<file path="config.mk">
export PLATFORM = sky130hd
export DESIGN_NAME = window_sum_accumulator
export DESIGN_NICKNAME = d
export VERILOG_FILES = /design/src/rtl/window_sum_accumulator.sv
export SDC_FILE = /design/constraint.sdc
export NUM_CORES = 1
export LEC_CHECK = 0
export ABC_AREA = 1
export CELL_PAD_IN_SITES_DETAIL_PLACEMENT = 1
export CELL_PAD_IN_SITES_GLOBAL_PLACEMENT = 2
export CORE_ASPECT_RATIO = 1.1
export CORE_MARGIN = 2
export CORE_UTILIZATION = 38
export CTS_CLUSTER_DIAMETER = 80
export CTS_CLUSTER_SIZE = 24
export DETAILED_ROUTE_END_ITERATION = 10
export GPL_ROUTABILITY_DRIVEN = 0
export PLACE_DENSITY_LB_ADDON = 0.1
export SKIP_LAST_GASP = 1
export SYNTH_ARGS = -nofsm -noshare
export SYNTH_HDL_FRONTEND = slang
export SYNTH_SLANG_ARGS = --single-unit
</file>
<file path="constraint.sdc">
create_clock -name clk -period 2.9 [get_ports clk]
set_input_delay 0.435 -clock clk [delete_from_list [all_inputs] [get_ports clk]]
set_output_delay 0.435 -clock clk [all_outputs]
set_load 0.005 [all_outputs]
</file>
<file path="src/rtl/window_sum_accumulator.sv">
`default_nettype none
// ============================================================================
//  Module      : window_sum_accumulator
//  Description : Sliding-window running sum over the last TAPS signed samples
//                of a streaming pixel row. The window restarts at each start
//                of line, and the block advances only when en is high, so the
//                whole pipeline stalls together. The output feeds a divide
//                stage with DIVISOR = TAPS to form the window average.
//  Ports       : clk       - single clock, rising-edge active
//                rst_n     - asynchronous active-low reset
//                en        - sample strobe / pipeline advance
//                sol       - start of line, qualified by en
//                in        - signed IN_WIDTH-bit sample
//                out       - signed OUT_WIDTH-bit registered window sum
//                out_valid - high when out covers a full TAPS-sample window
//  Revision    : 1.0 - initial release
// ============================================================================
module window_sum_accumulator #(
    parameter int IN_WIDTH  = 9,
    parameter int TAPS      = 8,
    parameter int OUT_WIDTH = IN_WIDTH + $clog2(TAPS)
) (
    input  logic                 clk,
    input  logic                 rst_n,
    input  logic                 en,
    input  logic                 sol,
    input  logic [IN_WIDTH-1:0]  in,
    output logic [OUT_WIDTH-1:0] out,
    output logic                 out_valid
);

    // ------------------------------------------------------------------
    // Elaboration-time parameter checks
    // ------------------------------------------------------------------
    if (OUT_WIDTH < IN_WIDTH + $clog2(TAPS)) begin : g_bad_out_width
        $error("window_sum_accumulator: OUT_WIDTH too small for IN_WIDTH and TAPS");
    end

    if ((TAPS < 2) || ((TAPS & (TAPS - 1)) != 0)) begin : g_bad_taps
        $error("window_sum_accumulator: TAPS must be a power of two and >= 2");
    end

    // Fill counter must be able to hold the value TAPS itself.
    localparam int                 c_cnt_width = $clog2(TAPS + 1);
    localparam logic [c_cnt_width-1:0] c_cnt_full = c_cnt_width'(TAPS);
    localparam logic [c_cnt_width-1:0] c_cnt_one  = c_cnt_width'(1);

    // ------------------------------------------------------------------
    // State
    // ------------------------------------------------------------------
    // Delay line: index 0 holds the newest sample, TAPS-1 the oldest.
    // Samples are stored at input width and sign-extended when used.
    logic signed [IN_WIDTH-1:0]  r_taps [TAPS];
    logic signed [OUT_WIDTH-1:0] r_acc;
    logic [c_cnt_width-1:0]      r_cnt;
    logic [OUT_WIDTH-1:0]        r_out;
    logic                        r_out_valid;

    // ------------------------------------------------------------------
    // Next-state arithmetic
    // ------------------------------------------------------------------
    logic signed [OUT_WIDTH-1:0] w_in_ext;
    logic signed [OUT_WIDTH-1:0] w_oldest_ext;
    logic signed [OUT_WIDTH-1:0] w_acc_next;
    logic [c_cnt_width-1:0]      w_cnt_next;

    assign w_in_ext     = {{(OUT_WIDTH - IN_WIDTH){in[IN_WIDTH-1]}}, in};
    assign w_oldest_ext = {{(OUT_WIDTH - IN_WIDTH){r_taps[TAPS-1][IN_WIDTH-1]}},
                           r_taps[TAPS-1]};

    // Reset leaves the delay line, accumulator and count at zero, so the
    // first en cycle after reset computes exactly what a line restart would
    // even when sol is low: no separate "first sample" flag is needed.
    always_comb begin
        w_acc_next = r_acc + w_in_ext - w_oldest_ext;
        w_cnt_next = (r_cnt == c_cnt_full) ? r_cnt : r_cnt + c_cnt_one;
        if (sol) begin
            w_acc_next = w_in_ext;
            w_cnt_next = c_cnt_one;
        end
    end

    // ------------------------------------------------------------------
    // Newest tap, accumulator, fill count and output register
    // ------------------------------------------------------------------
    always_ff @(posedge clk or negedge rst_n) begin
        if (!rst_n) begin
            r_taps[0]   <= '0;
            r_acc       <= '0;
            r_cnt       <= '0;
            r_out       <= '0;
            r_out_valid <= 1'b0;
        end else if (en) begin
            r_taps[0]   <= in;
            r_acc       <= w_acc_next;
            r_cnt       <= w_cnt_next;
            r_out       <= w_acc_next;
            r_out_valid <= (w_cnt_next == c_cnt_full);
        end
    end

    // ------------------------------------------------------------------
    // Remaining taps: shift on a normal step, flush to zero on line
    // restart so that the previous row never contributes to the new one.
    // ------------------------------------------------------------------
    for (genvar i = 1; i < TAPS; i++) begin : g_delay
        always_ff @(posedge clk or negedge rst_n) begin
            if (!rst_n) begin
                r_taps[i] <= '0;
            end else if (en) begin
                r_taps[i] <= sol ? '0 : r_taps[i-1];
            end
        end
    end

    assign out       = r_out;
    assign out_valid = r_out_valid;

endmodule
`default_nettype wire

</file>
## Word-level counts from Yosys, hierarchy flattened

Cells that the tools add are included.

| word-level totals | value |
|---|---|
| flip-flop bits (word level) | 89 |
| input port bits | 13 |
| output and inout bits | 13 |
| logic and storage cells | 26 |

| operators by class | value |
|---|---|
| $add $sub $neg | 3 |
| equal/unequal tests | 2 |
| muxes and demuxes | 10 |

Operators by type and width:

| cell | number |
|---|---|
| 2-to-1 mux 9 bit | 7 |
| adder 12 x 9 -> 12 bit | 1 |
| 2-to-1 mux 12 bit | 1 |
| subtractor 12 x 9 -> 12 bit | 1 |
| == test 4 bit (second input constant) | 2 |
| 2-to-1 mux 4 bit | 2 |
| adder 4 x 1 -> 4 bit (second input constant) | 1 |

## Longest topological paths before layout

Gate-level depths: netlist of run 1.

| logic depth | value |
|---|---|
| depth after elaboration | 4 |
| gate-level depth with buffers | 14 |
| mapped depth without buffers | 14 |

## Least setup slack after synthesis of run 1

No wires, ideal clock.

| timing path | value |
|---|---|
| kind | input-to-reg |
| start point | input in[1] |
| end point | register r_out[10], in the netlist out[10] |
| library setup time | 117 ps |
| arrival time | 2028 ps |
| setup slack | 755 ps |
| stages | 12 |
| cells stage by stage | inv_1 > fa_1 > inv_1 > fa_1 > nand2_1 > nand2_1 > nand3b_1 > nand2_1 > nand2_1 > nand3_1 > nand3_1 > nand2_1 |

| between the ends | value |
|---|---|
| longest elaborated chain between the ends | 3 |

RTL lines:

| what | RTL line | RTL |
|---|---|---|
| from (decl) | 27 | `input logic [IN_WIDTH-1:0] in,` |
| adder 12 x 9 -> 12 bit | 75 | `w_acc_next = r_acc + w_in_ext - w_oldest_ext;` |
| subtractor 12 x 9 -> 12 bit | 75 |  |
| 2-to-1 mux 12 bit | 77 | `if (sol) begin` |
| to (signal assigned) | 97 | `r_out <= w_acc_next;` |
| to (decl) | 56 | `logic [OUT_WIDTH-1:0] r_out;` |

Every way passes these cells.
A chain may end at the register's enable or synchronous reset.

## Final worst setup path of run 1

Same ends and word-level chain as after synthesis.

==> run summary, run 1 <==
Status - complete, no violations
Max_cap viols - 0
Initial core utilization - 39.2%
IO Count - 26
Dominant cells by area after synthesis - dfrtp_1 (47%), o22ai_2 (13%), inv_1 (11%)
Synth Net Count - 540
Routed vias - 3298
Static Leak - 0.00261 uW
Synth area leader - dfrtp_1
Arrival @ worst endpoint - 2.80 ns
Die ar. - 13400 um2
Syn Std Cell Area - 4740 um2
GR Overflow Total - 0
Remaining DRCs - 0
Top cell type's share of synthesized area - 47.0%
Post-layout min period - 2.52 ns
Crit-path cells - clkdlybuf4s50_1 -> inv_1 -> fa_1 -> inv_1 -> fa_1 -> nand2_1 -> nand2_1 -> nand3b_1 -> nand2_1 -> nand2_1 -> nand2_1 -> nand2_1 -> nand3_1 -> nand2_1
Share of layout cells above drive strength 1 - 14.5%
Met2 usage in global routing - 26.4%
Clock Skew - 0.00566 ns
Sequential share of the synthesized area - 47.0%
CP most frequent cell - nand2_1
Die X - 110 um
Port-buffer cells - 25
Rel. slew slack - 45.4%
Hold/Removal Path Class - input port to asynchronous set/reset pin
P&R area growth vs syn - 14.0%
Synth unique cells - 25
DP Wirelength - 7420 um
Power per cell area - 766 nW/um2
GR Util All Layers - 16.9%
Achievable Freq - 397 MHz
Routed WL - 10600 um
First-pass GRT wire length - 17700 um
Antenna Diode Count - 0
Crit-path max FO - 4
Cells after Synth - 501
Max incr delay on CP - 0.53 ns
Num rows - 42
WL per Instance - 15.5 um
Met3 Use GR - 2.90%
Worst Tran Pin Value - 0.819 ns
Clock tree sinks - 89
CP max-delay cell - fa_1
Post-synthesis register bit count - 89
Most Crowded Layer GR - met2
Post-cts resize count - 0
GRT met1 Usage - 23.7%
Initial antenna violation count - 0
CP Data Required Time - 3.18 ns
DRT Pass-1 Iters - 4
CTS Buf Count - 9
Final setup fails - 0
R2R setup slack - 0.63 ns
Worst setup SP type - input port
Number of fill cells - 1411
Worst vdd ir - 0.276 mV
Drt initial violations - 137
Avg Inst Size Synth - 9.46 um2
Worst Setup Path Type - input port to flip-flop
Setup tns final - 0 ns
Final max-slew violation count - 0
Final nets - 564
CTS max path bufs - 2
CTS tree - yes
Power after layout - 4140 uW
Worst-skew pair later-pin latency - 0.34 ns
RSZ-0062 raised after global routing - false
Type of destination of the critical path - flip-flop
Root buf cell - clkbuf_16
Yosys warning total - 0
CTS Hold Bufs - 0
Largest net degree at the start of global routing - 58
Clock-pin slew on the worst setup and hold paths - 0.06 ns
Core area - 12100 um2
Die Y - 121 um
ANT nets after route - 0
Via/cell ratio - 4.82
H-tree levels - 3
Setup bufs post-CTS - 0
Post-route clock period utilization - 86.8%
Hold Vio Cnt, Final - 0
Vias in the first global route - 3505
## power by group
part           internal (uW)  leakage (uW)  switching, uW  total (uW)
Combinational            630       0.00129            956        1590
Sequential              1360       0.00118           76.0        1440
Clock                    611      0.000134            504        1110
Total                   2600       0.00261           1540        4140
## routing by layer
layer / part of all wire, % / vias to the layer above
met5: 0 / -
met4: 1.9 / 0
met3: 1.6 / 14
met2: 46 / 25
met1: 50 / 1650
li1: - / 1609
## metrics by stage
step	hold slack, ns	util (%)	setup slack (ns)	area [um2]	std cells
2_1_floorplan	0.139	-	0.755	4740	501
3_5_place_dp	0.506	42.3	0.0144	5120	668
6_report	0.123	44.7	0.382	5400	684
3_3_place_gp	0.491	42.3	0.0532	5120	668
5_1_grt	0.161	44.7	0.221	5400	684
4_1_cts	0.153	44.7	0.375	5400	684
## flip-flops by register name (all words and copies together) (netlist names)
name       count
out           12
r_taps        72
r_cnt          4
out_valid      1
## worst paths after layout
kind,start,to,depth (start not counted)
max reg2reg,out[2],out[7],12
min in group clk,en,out[6],4
min,rst_n,r_taps[63],1
max,in[1],out[10],14
min reg2reg,r_taps[63],r_taps[54],2
max in group asynchronous,rst_n,r_taps[32],2
## Yosys cell counts (all sizes together)
master	count
a21boi	1
a21oi	6
buf	15
clkbuf	4
dfrtp	89
fa	11
ha	15
inv	139
nand2	88
nand3	18
nand3b	1
nand4	2
nor2	10
o21ai	36
o21bai	2
o22ai	58
or2	1
xnor2	1
xor2	4
## cells in the final DEF (no fill, tap or decap)
cell / n
clkinv_4: 1
o21bai_1: 2
clkbuf_16: 9
or2_1: 1
o21ai_0: 25
clkinv_2: 2
buf_4: 7
o22ai_2: 50
nor2_1: 9
nor2_4: 1
xnor2_1: 1
ha_1: 15
inv_8: 1
a21boi_0: 1
clkinvlp_4: 2
nand3b_1: 1
fa_1: 11
clkbuf_1: 1
clkbuf_8: 1
o21ai_1: 11
nand2_1: 88
o22ai_1: 8
dfrtp_1: 89
nand4_1: 2
xor2_1: 4
a21oi_1: 6
clkdlybuf4s50_1: 23
buf_12: 2
nand3_1: 18
inv_1: 137
inv_2: 1
## final cells by class
cell class	count	area (um2)	share of cell area, %
clock buffers	11	243	4.49
well taps	154	193	3.57
flip-flops and latches	89	2230	41.2
inverters	139	523	9.68
multi-input cells	254	1850	34.3
repair buffers	32	323	5.98
clock inverters	5	40.0	0.741
## kinds of logic after synthesis
| group | after synthesis | synth area share (%) |
|---|---|---|
| buf+inv | 158 | 13.9 |
| compound gates | 103 | 19.2 |
| fa+ha+maj | 26 | 8.61 |
| flops | 89 | 47.0 |
| simple gates | 120 | 10.4 |
| xor+xnor | 5 | 0.924 |
## critical path: cells and delay by family
family                     cells  cell delay (ns)
and+or+nand+nor                9             0.78
buffers and inverters          3             0.60
adders and majority gates      2             0.98
No activity file was read; power rests on OpenSTA's default activity.
==> inputs of run 2 (changes only) <==
MAX_ROUTING_LAYER = met4   (was not set)
==> run summary, run 2 (synthesis gave the netlist of run 1 again) <==
Status - complete, no violations
CTS Hold Bufs - 0
Max_cap viols - 0
Die X - 110 um
Core area - 12100 um2
Root buf cell - clkbuf_16
RSZ-0062 raised after global routing - false
DP Wirelength - 7420 um
Post-route clock period utilization - 86.7%
Hold WS - 0.119 ns
Initial core utilization - 39.2%
DP Worst Slack - 0.0144 ns
CP Data Required Time - 3.18 ns
PnR worst setup slack - 0.385 ns
GR Util All Layers - 17.4%
Remaining DRCs - 0
Worst Tran Pin Value - 0.823 ns
Storage cell area - 2230 um2
CTS tree - yes
Routed vias - 3287
Achievable Freq - 398 MHz
Worst setup path endpoint - out[10]
Worst-case reg-to-reg path depth - 13
Type of destination of the critical path - flip-flop
CTS max path bufs - 2
Drt initial violations - 127
GR Overflow Total - 0
Crit-path max FO - 4
Vias in the first global route - 3499
Antenna Diode Count - 0
Max reg flops - 72
Routed WL - 10600 um
Num rows - 42
Crit Reg-Reg Startpoint - out[1]
IO Count - 26
ANT nets after route - 0
R2R setup slack - 0.64 ns
Setup tns final - 0 ns
RR Endpoint - out[10]
H-tree levels - 3
WL per Instance - 15.5 um
Crit-path cells - clkdlybuf4s50_1 -> inv_1 -> fa_1 -> inv_1 -> fa_1 -> nand2_1 -> nand2_1 -> nand3b_1 -> nand2_1 -> nand2_1 -> nand2_1 -> nand2_1 -> nand3_1 -> nand2_1
Die Y - 121 um
Final nets - 564
Max incr delay on CP - 0.53 ns
Commonest non-fill, non-tap cells in the layout - inv_1 (137), dfrtp_1 (89), nand2_1 (88)
Power per cell area - 767 nW/um2
Post-layout util - 44.7%
Hold Vio Cnt, Final - 0
Most common cell after layout, fill and taps aside - inv_1
Rel. slew slack - 45.1%
Hold/Removal Path Class - input port to asynchronous set/reset pin
Clock Skew - 0.00640 ns
Setup bufs post-CTS - 0
CP max-delay cell - fa_1
CP Launch Point - in[1]
Share of layout cells above drive strength 1 - 14.5%
Final setup fails - 0
Clock-pin slew on the worst setup and hold paths - 0.07 ns
WP buf/inv - 3
Clock tree sinks - 89
Largest net degree at the start of global routing - 58
Post-cts resize count - 0
Worst-skew pair later-pin latency - 0.35 ns
First-pass GRT wire length - 17700 um
Arrival @ worst endpoint - 2.80 ns
DRT Pass-1 Iters - 4
CP Depth - 14
Post-layout min period - 2.52 ns
Worst vdd ir - 0.276 mV
Worst Setup Path Type - input port to flip-flop
Initial antenna violation count - 0
Kind of cell adding the most delay to the critical path - adder cells
Area of the multi-input gates - 1850 um2
Final max-slew violation count - 0
Most flops, register - r_taps
Worst setup SP type - input port
Port-buffer cells - 25
Via/cell ratio - 4.81
Number of fill cells - 1411
CP most frequent cell - nand2_1
CTS Buf Count - 9
P&R area growth vs syn - 14.0%
Static Leak - 0.00261 uW
Die ar. - 13400 um2
-- run 2: cell counts in the layout (fill, tap and decap cells not counted) --
Identical to the previous run, type by type.
-- run 2: layout make-up --
| type | instances | share of cell area [%] |
|---|---|---|
| Timing Repair Buffer | 32 | 5.98 |
| Sequential cell | 89 | 41.2 |
| Clock buffer | 11 | 4.49 |
| Inverter | 139 | 9.68 |
| Tap cell | 154 | 3.57 |
| Multi-Input combinational cell | 254 | 34.3 |
| Clock inverter | 5 | 0.741 |
-- run 2: worst reg2reg max path, stage by stage, from the launching register on --
cell      delay (ns)
dfrtp_1         0.35
inv_1           0.07
fa_1            0.50
inv_1           0.06
fa_1            0.45
nand2_1         0.08
nand2_1         0.08
nand3b_1        0.10
nand2_1         0.12
nand2_1         0.10
nand2_1         0.05
nand2_1         0.07
nand3_1         0.09
nand2_1         0.09
-- run 2: power breakdown --
group,internal [uW],total (uW),switching (uW),leakage [uW]
registers,1360,1440,76.1,0.00118
clock network,611,1120,506,0.000134
logic,630,1590,957,0.00129
-- run 2: through the flow --
stage	power (uW)	instances	cell area, um2
floorplan	2530	501	4740
global placement	3020	668	5120
detailed placement	3050	668	5120
CTS	4210	684	5400
global route	4470	684	5400
finish	4140	684	5400
-- run 2: routing by layer --
layer  global-route usage (%)  vias up  share of wire [%]
li1                         -     1609                  -
met1                     23.8     1640                 50
met2                     26.3       24                 46
met3                     2.30       14                1.6
met4                     7.66        0                2.3
met5                        -        -                  0
-- run 2: worst min-delay path by stage --
stage,startpoint,endpoint,slack [ns],cells after the start
final,rst_n,r_taps[63],0.12,1
after floorplan,rst_n,out[0],0.14,0
after detailed placement,r_taps[63],r_taps[54],0.51,2
after CTS,rst_n,r_taps[63],0.15,1
after global routing,rst_n,r_taps[63],0.16,1
after global placement,r_taps[5],r_taps[5],0.49,2
==> inputs of run 3 (changes only) <==
SKIP_LAST_GASP = not set   (was 1)
==> results of run 3 <==
Final layout, timing and power as in run 2 (identical DEF).
